File: src/rtl/soc_bus_pkg.sv
// +----------------------------------------------------------------------------+
// | soc_bus_pkg                                                                 |
// | Shared encodings for the memory-bus arbiter, its decoder and benches.       |
// | Revision: 1.0                                                               |
// +----------------------------------------------------------------------------+
`default_nettype none

package soc_bus_pkg;

    localparam int ARB_STATE_W = 2;

    typedef enum logic [ARB_STATE_W-1:0] {
        ARB_IDLE = 2'd0,
        ARB_REQ  = 2'd1,
        ARB_WAIT = 2'd2
    } arb_state_t;

    typedef enum logic {
        OWNER_DATA  = 1'b0,
        OWNER_FETCH = 1'b1
    } owner_t;

endpackage : soc_bus_pkg

`default_nettype wire

File: src/rtl/mem_bus_arbiter_if.sv
// +----------------------------------------------------------------------------+
// | mem_bus_arbiter_if                                                          |
// | Fetch, data and memory-side handshake signals of the bus arbiter.           |
// | Revision: 1.0                                                               |
// +----------------------------------------------------------------------------+
`default_nettype none

interface mem_bus_arbiter_if #(
    parameter int ADDR_WIDTH = 32,
    parameter int DATA_WIDTH = 32
);
    // Instruction-fetch port
    logic                      i_req;
    logic [ADDR_WIDTH-1:0]     i_addr;
    logic                      i_gnt;
    logic                      i_rvalid;
    logic [DATA_WIDTH-1:0]     i_rdata;

    // Data load/store port
    logic                      d_req;
    logic                      d_we;
    logic [ADDR_WIDTH-1:0]     d_addr;
    logic [DATA_WIDTH-1:0]     d_wdata;
    logic [DATA_WIDTH/8-1:0]   d_wstrb;
    logic                      d_gnt;
    logic                      d_rvalid;
    logic [DATA_WIDTH-1:0]     d_rdata;

    // Shared memory port
    logic                      m_req;
    logic                      m_we;
    logic [ADDR_WIDTH-1:0]     m_addr;
    logic [DATA_WIDTH-1:0]     m_wdata;
    logic [DATA_WIDTH/8-1:0]   m_wstrb;
    logic                      m_gnt;
    logic                      m_rvalid;
    logic [DATA_WIDTH-1:0]     m_rdata;

    // Arbiter side
    modport slave (
        input  i_req, i_addr,
        input  d_req, d_we, d_addr, d_wdata, d_wstrb,
        input  m_gnt, m_rvalid, m_rdata,
        output i_gnt, i_rvalid, i_rdata,
        output d_gnt, d_rvalid, d_rdata,
        output m_req, m_we, m_addr, m_wdata, m_wstrb
    );

    // CPU and memory side
    modport master (
        output i_req, i_addr,
        output d_req, d_we, d_addr, d_wdata, d_wstrb,
        output m_gnt, m_rvalid, m_rdata,
        input  i_gnt, i_rvalid, i_rdata,
        input  d_gnt, d_rvalid, d_rdata,
        input  m_req, m_we, m_addr, m_wdata, m_wstrb
    );

endinterface : mem_bus_arbiter_if

`default_nettype wire

File: src/rtl/arb_select.sv
// +----------------------------------------------------------------------------+
// | arb_select                                                                  |
// | Data-priority owner select with a starvation streak counter for fetch.      |
// | Revision: 1.0                                                               |
// +----------------------------------------------------------------------------+
`default_nettype none

module arb_select
    import soc_bus_pkg::*;
#(
    parameter int MAX_DATA_STREAK = 4,
    localparam int STREAK_W = $clog2(MAX_DATA_STREAK + 1)
) (
    input  wire logic   clk,
    input  wire logic   reset_n,
    input  wire logic   i_fetch_req,
    input  wire logic   i_data_req,
    input  wire logic   i_grant_fire,
    input  owner_t      i_grant_owner,
    output owner_t      o_sel_owner
);

    localparam logic [STREAK_W-1:0] c_streak_max = STREAK_W'(MAX_DATA_STREAK);
    localparam logic [STREAK_W-1:0] c_streak_one = STREAK_W'(1);

    logic [STREAK_W-1:0] r_streak;
    owner_t              w_sel_owner;

    always_comb begin
        w_sel_owner = OWNER_DATA;
        if (i_fetch_req && !i_data_req) begin
            w_sel_owner = OWNER_FETCH;
        end else if (i_fetch_req && i_data_req && (r_streak == c_streak_max)) begin
            w_sel_owner = OWNER_FETCH;
        end
    end

    assign o_sel_owner = w_sel_owner;

    // Streak only counts data grants that actually made a fetch wait.
    always_ff @(posedge clk or negedge reset_n) begin
        if (!reset_n) begin
            r_streak <= '0;
        end else if (i_grant_fire) begin
            if ((i_grant_owner == OWNER_FETCH) || !i_fetch_req) begin
                r_streak <= '0;
            end else if (r_streak != c_streak_max) begin
                r_streak <= r_streak + c_streak_one;
            end
        end
    end

endmodule : arb_select

`default_nettype wire

File: src/rtl/mem_bus_arbiter.sv
// +----------------------------------------------------------------------------+
// | mem_bus_arbiter                                                             |
// | Single-outstanding arbiter of fetch and data ports onto one memory port.    |
// | Revision: 1.0                                                               |
// +----------------------------------------------------------------------------+
`default_nettype none

module mem_bus_arbiter
    import soc_bus_pkg::*;
#(
    parameter int ADDR_WIDTH      = 32,
    parameter int DATA_WIDTH      = 32,
    parameter int MAX_DATA_STREAK = 4
) (
    input wire logic          clk,
    input wire logic          reset_n,
    mem_bus_arbiter_if.slave  bus
);

    arb_state_t               r_state;
    owner_t                   r_owner;
    owner_t                   w_sel_owner;
    owner_t                   w_owner;
    logic                     w_m_req;
    logic                     w_fire;
    logic                     w_resp;
    logic                     w_m_we;
    logic [ADDR_WIDTH-1:0]    w_m_addr;
    logic [DATA_WIDTH-1:0]    w_m_wdata;
    logic [DATA_WIDTH/8-1:0]  w_m_wstrb;

    arb_select #(
        .MAX_DATA_STREAK (MAX_DATA_STREAK)
    ) u_arb_select (
        .clk           (clk),
        .reset_n       (reset_n),
        .i_fetch_req   (bus.i_req),
        .i_data_req    (bus.d_req),
        .i_grant_fire  (w_fire),
        .i_grant_owner (w_owner),
        .o_sel_owner   (w_sel_owner)
    );

    // In IDLE the owner follows the live select; once presented it is locked.
    always_comb begin
        w_owner = r_owner;
        if (r_state == ARB_IDLE) begin
            w_owner = w_sel_owner;
        end
    end

    assign w_m_req = (r_state == ARB_REQ) ||
                     ((r_state == ARB_IDLE) && (bus.i_req || bus.d_req));
    assign w_fire  = w_m_req && bus.m_gnt;
    assign w_resp  = (r_state == ARB_WAIT) && bus.m_rvalid;

    always_comb begin
        w_m_we    = 1'b0;
        w_m_addr  = '0;
        w_m_wdata = '0;
        w_m_wstrb = '0;
        if (w_m_req) begin
            if (w_owner == OWNER_FETCH) begin
                w_m_addr = bus.i_addr;
            end else begin
                w_m_we    = bus.d_we;
                w_m_addr  = bus.d_addr;
                w_m_wdata = bus.d_wdata;
                w_m_wstrb = bus.d_wstrb;
            end
        end
    end

    assign bus.m_req   = w_m_req;
    assign bus.m_we    = w_m_we;
    assign bus.m_addr  = w_m_addr;
    assign bus.m_wdata = w_m_wdata;
    assign bus.m_wstrb = w_m_wstrb;

    assign bus.i_gnt    = w_fire && (w_owner == OWNER_FETCH);
    assign bus.d_gnt    = w_fire && (w_owner == OWNER_DATA);
    assign bus.i_rvalid = w_resp && (r_owner == OWNER_FETCH);
    assign bus.d_rvalid = w_resp && (r_owner == OWNER_DATA);
    assign bus.i_rdata  = bus.i_rvalid ? bus.m_rdata : '0;
    assign bus.d_rdata  = bus.d_rvalid ? bus.m_rdata : '0;

    // Responses outside WAIT are spurious and leave the state untouched.
    always_ff @(posedge clk or negedge reset_n) begin
        if (!reset_n) begin
            r_state <= ARB_IDLE;
            r_owner <= OWNER_DATA;
        end else begin
            case (r_state)
                ARB_IDLE: begin
                    if (w_m_req) begin
                        r_owner <= w_sel_owner;
                        if (bus.m_gnt) begin
                            r_state <= ARB_WAIT;
                        end else begin
                            r_state <= ARB_REQ;
                        end
                    end
                end
                ARB_REQ: begin
                    if (bus.m_gnt) begin
                        r_state <= ARB_WAIT;
                    end
                end
                ARB_WAIT: begin
                    if (bus.m_rvalid) begin
                        r_state <= ARB_IDLE;
                    end
                end
                default: begin
                    r_state <= ARB_IDLE;
                end
            endcase
        end
    end

endmodule : mem_bus_arbiter

`default_nettype wire

File: src/flat_wrapper.sv
// flat-port wrapper written by rule: the top's interface ports become plain ports
module mem_bus_arbiter_flat import soc_bus_pkg::*;
#(
    parameter int ADDR_WIDTH      = 32,
    parameter int DATA_WIDTH      = 32,
    parameter int MAX_DATA_STREAK = 4
)
  (clk, reset_n, bus_i_req, bus_i_addr, bus_d_req, bus_d_we, bus_d_addr, bus_d_wdata, bus_d_wstrb, bus_m_gnt, bus_m_rvalid, bus_m_rdata, bus_i_gnt, bus_i_rvalid, bus_i_rdata, bus_d_gnt, bus_d_rvalid, bus_d_rdata, bus_m_req, bus_m_we, bus_m_addr, bus_m_wdata, bus_m_wstrb);
  mem_bus_arbiter_if #(.ADDR_WIDTH(ADDR_WIDTH), .DATA_WIDTH(DATA_WIDTH)) bus_i ();
  input wire logic clk;
  input wire logic reset_n;
  input wire logic [$bits(bus_i.i_req)-1:0] bus_i_req;
  input wire logic [$bits(bus_i.i_addr)-1:0] bus_i_addr;
  input wire logic [$bits(bus_i.d_req)-1:0] bus_d_req;
  input wire logic [$bits(bus_i.d_we)-1:0] bus_d_we;
  input wire logic [$bits(bus_i.d_addr)-1:0] bus_d_addr;
  input wire logic [$bits(bus_i.d_wdata)-1:0] bus_d_wdata;
  input wire logic [$bits(bus_i.d_wstrb)-1:0] bus_d_wstrb;
  input wire logic [$bits(bus_i.m_gnt)-1:0] bus_m_gnt;
  input wire logic [$bits(bus_i.m_rvalid)-1:0] bus_m_rvalid;
  input wire logic [$bits(bus_i.m_rdata)-1:0] bus_m_rdata;
  output wire logic [$bits(bus_i.i_gnt)-1:0] bus_i_gnt;
  output wire logic [$bits(bus_i.i_rvalid)-1:0] bus_i_rvalid;
  output wire logic [$bits(bus_i.i_rdata)-1:0] bus_i_rdata;
  output wire logic [$bits(bus_i.d_gnt)-1:0] bus_d_gnt;
  output wire logic [$bits(bus_i.d_rvalid)-1:0] bus_d_rvalid;
  output wire logic [$bits(bus_i.d_rdata)-1:0] bus_d_rdata;
  output wire logic [$bits(bus_i.m_req)-1:0] bus_m_req;
  output wire logic [$bits(bus_i.m_we)-1:0] bus_m_we;
  output wire logic [$bits(bus_i.m_addr)-1:0] bus_m_addr;
  output wire logic [$bits(bus_i.m_wdata)-1:0] bus_m_wdata;
  output wire logic [$bits(bus_i.m_wstrb)-1:0] bus_m_wstrb;
  assign bus_i.i_req = bus_i_req;
  assign bus_i.i_addr = bus_i_addr;
  assign bus_i.d_req = bus_d_req;
  assign bus_i.d_we = bus_d_we;
  assign bus_i.d_addr = bus_d_addr;
  assign bus_i.d_wdata = bus_d_wdata;
  assign bus_i.d_wstrb = bus_d_wstrb;
  assign bus_i.m_gnt = bus_m_gnt;
  assign bus_i.m_rvalid = bus_m_rvalid;
  assign bus_i.m_rdata = bus_m_rdata;
  assign bus_i_gnt = bus_i.i_gnt;
  assign bus_i_rvalid = bus_i.i_rvalid;
  assign bus_i_rdata = bus_i.i_rdata;
  assign bus_d_gnt = bus_i.d_gnt;
  assign bus_d_rvalid = bus_i.d_rvalid;
  assign bus_d_rdata = bus_i.d_rdata;
  assign bus_m_req = bus_i.m_req;
  assign bus_m_we = bus_i.m_we;
  assign bus_m_addr = bus_i.m_addr;
  assign bus_m_wdata = bus_i.m_wdata;
  assign bus_m_wstrb = bus_i.m_wstrb;
  mem_bus_arbiter #(.ADDR_WIDTH(ADDR_WIDTH), .DATA_WIDTH(DATA_WIDTH), .MAX_DATA_STREAK(MAX_DATA_STREAK)) u_core (.clk(clk), .reset_n(reset_n), .bus(bus_i));
endmodule
File: config.mk
export PLATFORM = sky130hd
export DESIGN_NAME = mem_bus_arbiter_flat
export DESIGN_NICKNAME = d
export VERILOG_FILES = /design/src/rtl/soc_bus_pkg.sv /design/src/rtl/mem_bus_arbiter_if.sv /design/src/rtl/arb_select.sv /design/src/rtl/mem_bus_arbiter.sv /design/src/flat_wrapper.sv
export SDC_FILE = /design/constraint.sdc
export NUM_CORES = 1
export LEC_CHECK = 0
export CELL_PAD_IN_SITES_DETAIL_PLACEMENT = 2
export CELL_PAD_IN_SITES_GLOBAL_PLACEMENT = 2
export CORE_AREA = 2 2 108 110
export CTS_CLUSTER_SIZE = 25
export DETAILED_ROUTE_END_ITERATION = 10
export DIE_AREA = 0 0 110 112
export DONT_BUFFER_PORTS = 1
export PLACE_DENSITY = 0.67
export SLEW_MARGIN = 10
export SYNTH_ARGS = -nofsm -noshare
export SYNTH_HDL_FRONTEND = slang
export SYNTH_HIERARCHICAL = 1
export SYNTH_SLANG_ARGS = --single-unit
File: constraint.sdc
create_clock -name clk -period 4.5 [get_ports clk]
set_clock_uncertainty 0.05 [all_clocks]
set_input_delay 0.45 -clock clk [delete_from_list [all_inputs] [get_ports clk]]
set_output_delay 0.45 -clock clk [all_outputs]
set_load 0.05 [all_outputs]
==> reports/results.ini, run 1 <==
[layout]
layout.nets=425
drive_gt1_share_pct=31.4
diodes=0
area_delta_synth_final_pct=23.4

[setup_path]
crit_path_start=u_core/u_arb_select/r_streak[0]
endpoint_kind=output port
path_buf_inv=1
crit_chain=inv_1 -> ha_1 -> nand2_1 -> a21boi_0 -> or3b_1 -> nand2_1 -> and3_1
slowest_stage=or3b_1
critical_path_depth=7
critPathKind=reg2out
reg2reg_from=u_core/u_arb_select/r_streak[0]
crit_arrival_ns=2.97
rr_worst_depth=9
critPathLaunchType=flop
cp.required_ns=4.00
crit_path_max_incr_delay_ns=0.87
cp_top_family=simple AND/OR/NAND/NOR gates
cp_max_fo=33
cp_common_cell=nand2_1

[sta]
whs_ns=0.233
rsz0062_at_grt=no
slew_violations=0
setup_tns_ns=0
fmax_mhz=288
relSlewSlack_pct=20.6
min_period_over_period_pct=77.1
finalHoldViolations=0
worst_pin_slew_ns=1.19
setup_viol=0
period_needed_ns=3.47

[routing]
vias=2145
ant_nets=0
first_pass_iters=4
initialDrtViolationCount=92
via_per_inst=5.04
wl_um=8240
drc=0
wl_per_cell_um=19.3

[synthesis]
synth.area.top_cells=and2_1 (22%), nor3b_2 (14%), a21oi_1 (9.0%), o21ai_0 (8.5%), dfrtp_1 (7.9%)
synth_top_family_by_area=simple AND/OR/NAND/NOR gates
synth_adder_area_share_pct=1.32
synth_area_um2=1890
synth_mux_area_share_pct=1.13
synth-compound-area-share_pct=20.5
synth.top_cell.area_share_pct=21.5
seq_area_frac_synth_pct=7.95
yosys_warnings=6
avgSynthCellArea_um2=6.90
synth_nets=415
synth_cells=274
synth_simple_gate_area_share_pct=57.7
synth_cell_types=34
ys_ff_latch=6
synthXorXnorAreaFrac_pct=0
yosys.area.top_type=and2_1

[pwr]
vdd_drop_max_mv=0.176
p_leak_uw=0.000926
power_density_nw_per_um2=517

[floorplanning]
fp-row-count=39
initial_utilization_pct=16.9
die_w_um=110
io-pin-count=277
core_um2=11200
die_h_um=112
die_area_um2=12300

[hold_path]
min_path_type=in2reg
hold_path_depth=1
worstHoldStart=bus_m_gnt

[cts]
cts_max_level=1
clock_sinks=6
cts_setup_buffers=0
root_buffer=clkbuf_16
hold_buffers=1
clockBufferDepth=2
clk_latency_ns=0.23
path_clk_slew_ns=0.03
cts_resized=0
numCtsBuffers=3
cts_tree=yes

[global_route]
grt_pass1_vias=2245
grt_overflow_total=0
grt_use_total_pct=11.9
grt_pass1_wl_um=11800
antenna_found_initial=0
grt_max_degree=46

[placement]
dp_hpwl_um=6580
port_buffers=0
place_congestion=0.851

[flow_run]
drv_cap=0

[outcome]
status=complete, no violations

-- power by group --
| part | internal [uW] | switching, uW | leakage [uW] |
|---|---|---|---|
| Clock | 118 | 31.7 | 0.0000382 |
| Sequential | 68.4 | 14.8 | 0.0000769 |
| Combinational | 207 | 765 | 0.000811 |
| Total | 393 | 811 | 0.000926 |
-- cells in the final DEF, fill, tap and decap left out, drive strengths merged, types with 2 or more instances in the layout --
cell / count
nand2: 3
nor2: 2
nand3: 33
buf: 37
dfrtp: 6
clkbuf: 4
and2: 65
nor3b: 40
a21oi: 34
o21ai: 34
nor3: 2
inv: 5
ha: 2
-- synthesized netlist by cell type --
master / number
nand3_2: 4
and2_1: 65
mux2i_1: 1
a21oi_1: 34
o22ai_1: 1
nor3b_2: 21
or3b_1: 1
o31a_1: 1
and3_1: 1
nor3_1: 2
o21ai_2: 1
inv_1: 5
mux2_2: 1
o21ai_0: 32
nand3_1: 29
nor2_1: 2
nand2b_1: 1
or2_1: 1
ha_1: 2
and4bb_2: 1
nand2_1: 3
and4b_1: 1
a21boi_0: 1
nor3b_1: 19
a21o_1: 1
a31oi_1: 1
buf_6: 7
buf_4: 1
dfrtp_1: 6
clkbuf_1: 12
nor2b_4: 1
o21ai_1: 1
o21a_1: 1
buf_2: 13
-- flip-flops by register name, summed over array words and instances, names as in the netlist --
signal / flops
u_core/r_owner: 1
u_core/u_arb_select/r_streak: 3
u_core/r_state: 2
-- per-layer routing --
| metal | track usage [%] | up-vias | part of all wire [%] |
|---|---|---|---|
| met3 | 1.99 | 4 | 9.3 |
| met5 | 0 | - | 0 |
| met1 | 12.0 | 1028 | 35 |
| met4 | 2.62 | 0 | 0.81 |
| met2 | 24.3 | 149 | 55 |
| li1 | - | 964 | - |
-- worst paths after layout --
path / end / slack (ns)
max reg2reg: u_core/u_arb_select/r_streak[1] / 1.64
min in group asynchronous: u_core/r_state[0] / 0.49
min reg2reg: u_core/u_arb_select/r_streak[0] / 0.52
max: bus_i_gnt / 1.03
max in group asynchronous: u_core/r_state[1] / 3.66
min: u_core/r_state[0] / 0.23
-- cell families (layout without fill, tap and decap cells) --
kind of cell,after synthesis,count (layout)
AND/OR/NAND/NOR,152,152
multiplexers,2,2
adder cells (fa/ha/maj),2,2
AO/OA/AOI/OAI,74,74
buffers and inverters,38,47
flip-flops,6,6
-- per-stage QoR --
step           util (%)  instances  area, um2  setup slack, ns  total power, uW
6_report           20.9        426       2330             1.03             1200
5_1_grt            20.9        426       2330            0.823             1270
4_1_cts            20.9        426       2330             1.01             1220
3_5_place_dp       20.1        421       2240             1.26             1060
3_3_place_gp       20.1        421       2240             1.35             1040
2_1_floorplan         -        274       1890             1.59              899
-- final cells by class --
| class | count | area, um2 |
|---|---|---|
| Clock buffer | 4 | 78.8 |
| Fill cell | 1335 | 8840 |
| Inverter | 5 | 18.8 |
| Multi-Input combinational cell | 230 | 1620 |
| Sequential cell | 6 | 151 |
| Tap cell | 143 | 179 |
| Timing Repair Buffer | 38 | 288 |
Power figures use the tool's default switching activity.
==> run 2: changes to the inputs <==
==> constraint.sdc (replaced) <==
create_clock -name clk -period 3.2 [get_ports clk]
set_clock_uncertainty 0.05 [all_clocks]
set_input_delay 0.32 -clock clk [delete_from_list [all_inputs] [get_ports clk]]
set_output_delay 0.32 -clock clk [all_outputs]
set_load 0.05 [all_outputs]
==> run 2 against run 1 <==
Setup slack worse by 0.75 ns; design area is 14% higher; first-iteration DRC count is 37% higher; sequential cell count stayed put; power is 51% higher; combinational power is 53% higher; clock power is 40% higher; register-to-register slack worse by 0.98 ns; highest routed layer unchanged.
==> reports/results.ini, run 2 (synthesis results as in run 1) <==
[layout]
area_delta_synth_final_pct=40.7
layout.nets=467  ; +9.9%
final_cell_mix=buf_4 (78), and2_1 (65), nor3b_2 (39), a21oi_1 (34), o21ai_0 (32)
fin_cells=468  ; +9.9%
largest_reg_flops=3  ; unchanged
top_regs=u_core/u_arb_select/r_streak x3, u_core/r_state x2, u_core/r_owner x1
diodes=0  ; unchanged
drive_gt1_share_pct=40.3  ; +8.9 points
final_common_cell=buf_4
max_flop_register=u_core/u_arb_select/r_streak

[setup_path]
cp.required_ns=2.83  ; -1.17 ns
crit_path_start=u_core/u_arb_select/r_streak[0]
endpoint_kind=output port
reg2reg_from=u_core/u_arb_select/r_streak[0]
critPathLaunchType=flop
critPathKind=reg2out
rr_worst_depth=10  ; +1
r2r_slack_ns=0.66  ; -0.98 ns
cp_max_fo=33  ; unchanged
crit_arrival_ns=2.55  ; -0.42 ns
r2r-end=u_core/u_arb_select/r_streak[0]

[sta]
setup_viol=0  ; unchanged
setup_tns_ns=0  ; unchanged
whs_ns=0.107  ; -0.126 ns
relSlewSlack_pct=32.9  ; +12 points
slew_violations=0  ; unchanged
finalHoldViolations=0  ; unchanged
period_needed_ns=2.92
min_period_over_period_pct=91.2
rsz0062_at_grt=no
worst_pin_slew_ns=1.01  ; -0.184 ns
fmax_mhz=343

[routing]
drc=0  ; unchanged
wl_per_cell_um=19.3  ; about the same
via_per_inst=4.96  ; -1.5%
vias=2321  ; +8.2%
ant_nets=0  ; unchanged
first_pass_iters=4  ; unchanged
initialDrtViolationCount=126  ; +37%
wl_um=9050  ; +9.8%

[flow_run]
drv_cap=0  ; unchanged

[cts]
cts_setup_buffers=0  ; unchanged
numCtsBuffers=3  ; unchanged
cts_max_level=1  ; unchanged
hold_buffers=1  ; unchanged
clk_latency_ns=0.23  ; about the same
cts_tree=yes
path_clk_slew_ns=0.03  ; about the same
clockBufferDepth=2  ; unchanged
cts_resized=0  ; unchanged
root_buffer=clkbuf_16
clock_sinks=6  ; unchanged

[floorplanning]
initial_utilization_pct=16.9  ; unchanged
die_w_um=110  ; unchanged
fp-row-count=39  ; unchanged
core_um2=11200  ; unchanged
die_h_um=112  ; unchanged
die_area_um2=12300  ; unchanged
io-pin-count=277  ; unchanged

[global_route]
antenna_found_initial=0  ; unchanged
grt_pass1_wl_um=12900  ; +9.5%
grt_use_total_pct=13.2  ; +1.3 points
grt_pass1_vias=2455  ; +9.4%
grt_max_degree=39  ; -15%
grt_overflow_total=0  ; unchanged

[placement]
port_buffers=0  ; unchanged
place_congestion=0.814  ; -4.3%
dpl.cell_count=463  ; +10%
dp_hpwl_um=7280  ; +11%

[pwr]
vdd_drop_max_mv=0.251  ; +43%
power_density_nw_per_um2=685  ; +33%
p_leak_uw=0.00115  ; +24%
power_uw=1820  ; +51%

[hold_path]
hold_path_depth=1  ; unchanged
min_to=u_core/r_state[0]
worstHoldStart=bus_m_gnt
min_path_type=in2reg

[outcome]
status=complete, no violations

## run 2: cell count changes in the layout (fill, tap and decap cells not counted)
cell / change
buf_12: +1
buf_4: +41
## run 2: cell type report
cell class              count  area [um2]
flip-flops and latches      6         151
repair buffers             80         616
inverters                   5        18.8
well taps                 143         179
multi-input cells         230        1620
fillers                  1351        8520
clock buffers               4        78.8
## run 2: worst max-delay path by stage
stage / to / slack (ns)
5_1_grt: bus_i_gnt / 0.06
2_1_floorplan: bus_m_wdata[10] / 0.42
3_3_place_gp: bus_i_gnt / 0.70
4_1_cts: bus_i_gnt / 0.29
6_report: bus_i_gnt / 0.28
3_5_place_dp: bus_i_gnt / 0.56
## run 2: critical path: stages (launching register included)
cell and delay, ns:
dfrtp_1 0.38, inv_1 0.11, ha_1 0.22, nand2_1 0.10
a21boi_0 0.34, or3b_1 0.39, buf_4 0.26, nand2_1 0.16
and3_1 0.17, buf_4 0.19
## run 2: power by group
group,total (uW),leakage [uW],internal [uW],switching (uW)
clock,208,0.0000382,165,42.4
combinational,1490,0.00103,386,1100
sequential,123,0.0000769,96.2,26.6
## run 2: routing by layer
metal / global-route usage [%] / vias up / share of wire [%]
li1: - / 1049 / -
met1: 13.4 / 1124 / 35
met2: 27.5 / 146 / 57
met3: 1.58 / 2 / 7.7
met4: 2.28 / 0 / 0.31
met5: 0 / - / 0
## run 2: per-stage QoR
stage / util [%] / worst slack, ns / instance area, um2
after floorplan: - / 0.421 / 1890
after global placement: 23.0 / 0.699 / 2570
after detailed placement: 23.0 / 0.560 / 2570
after CTS: 23.8 / 0.293 / 2660
after global routing: 23.8 / 0.0641 / 2660
final: 23.8 / 0.281 / 2660
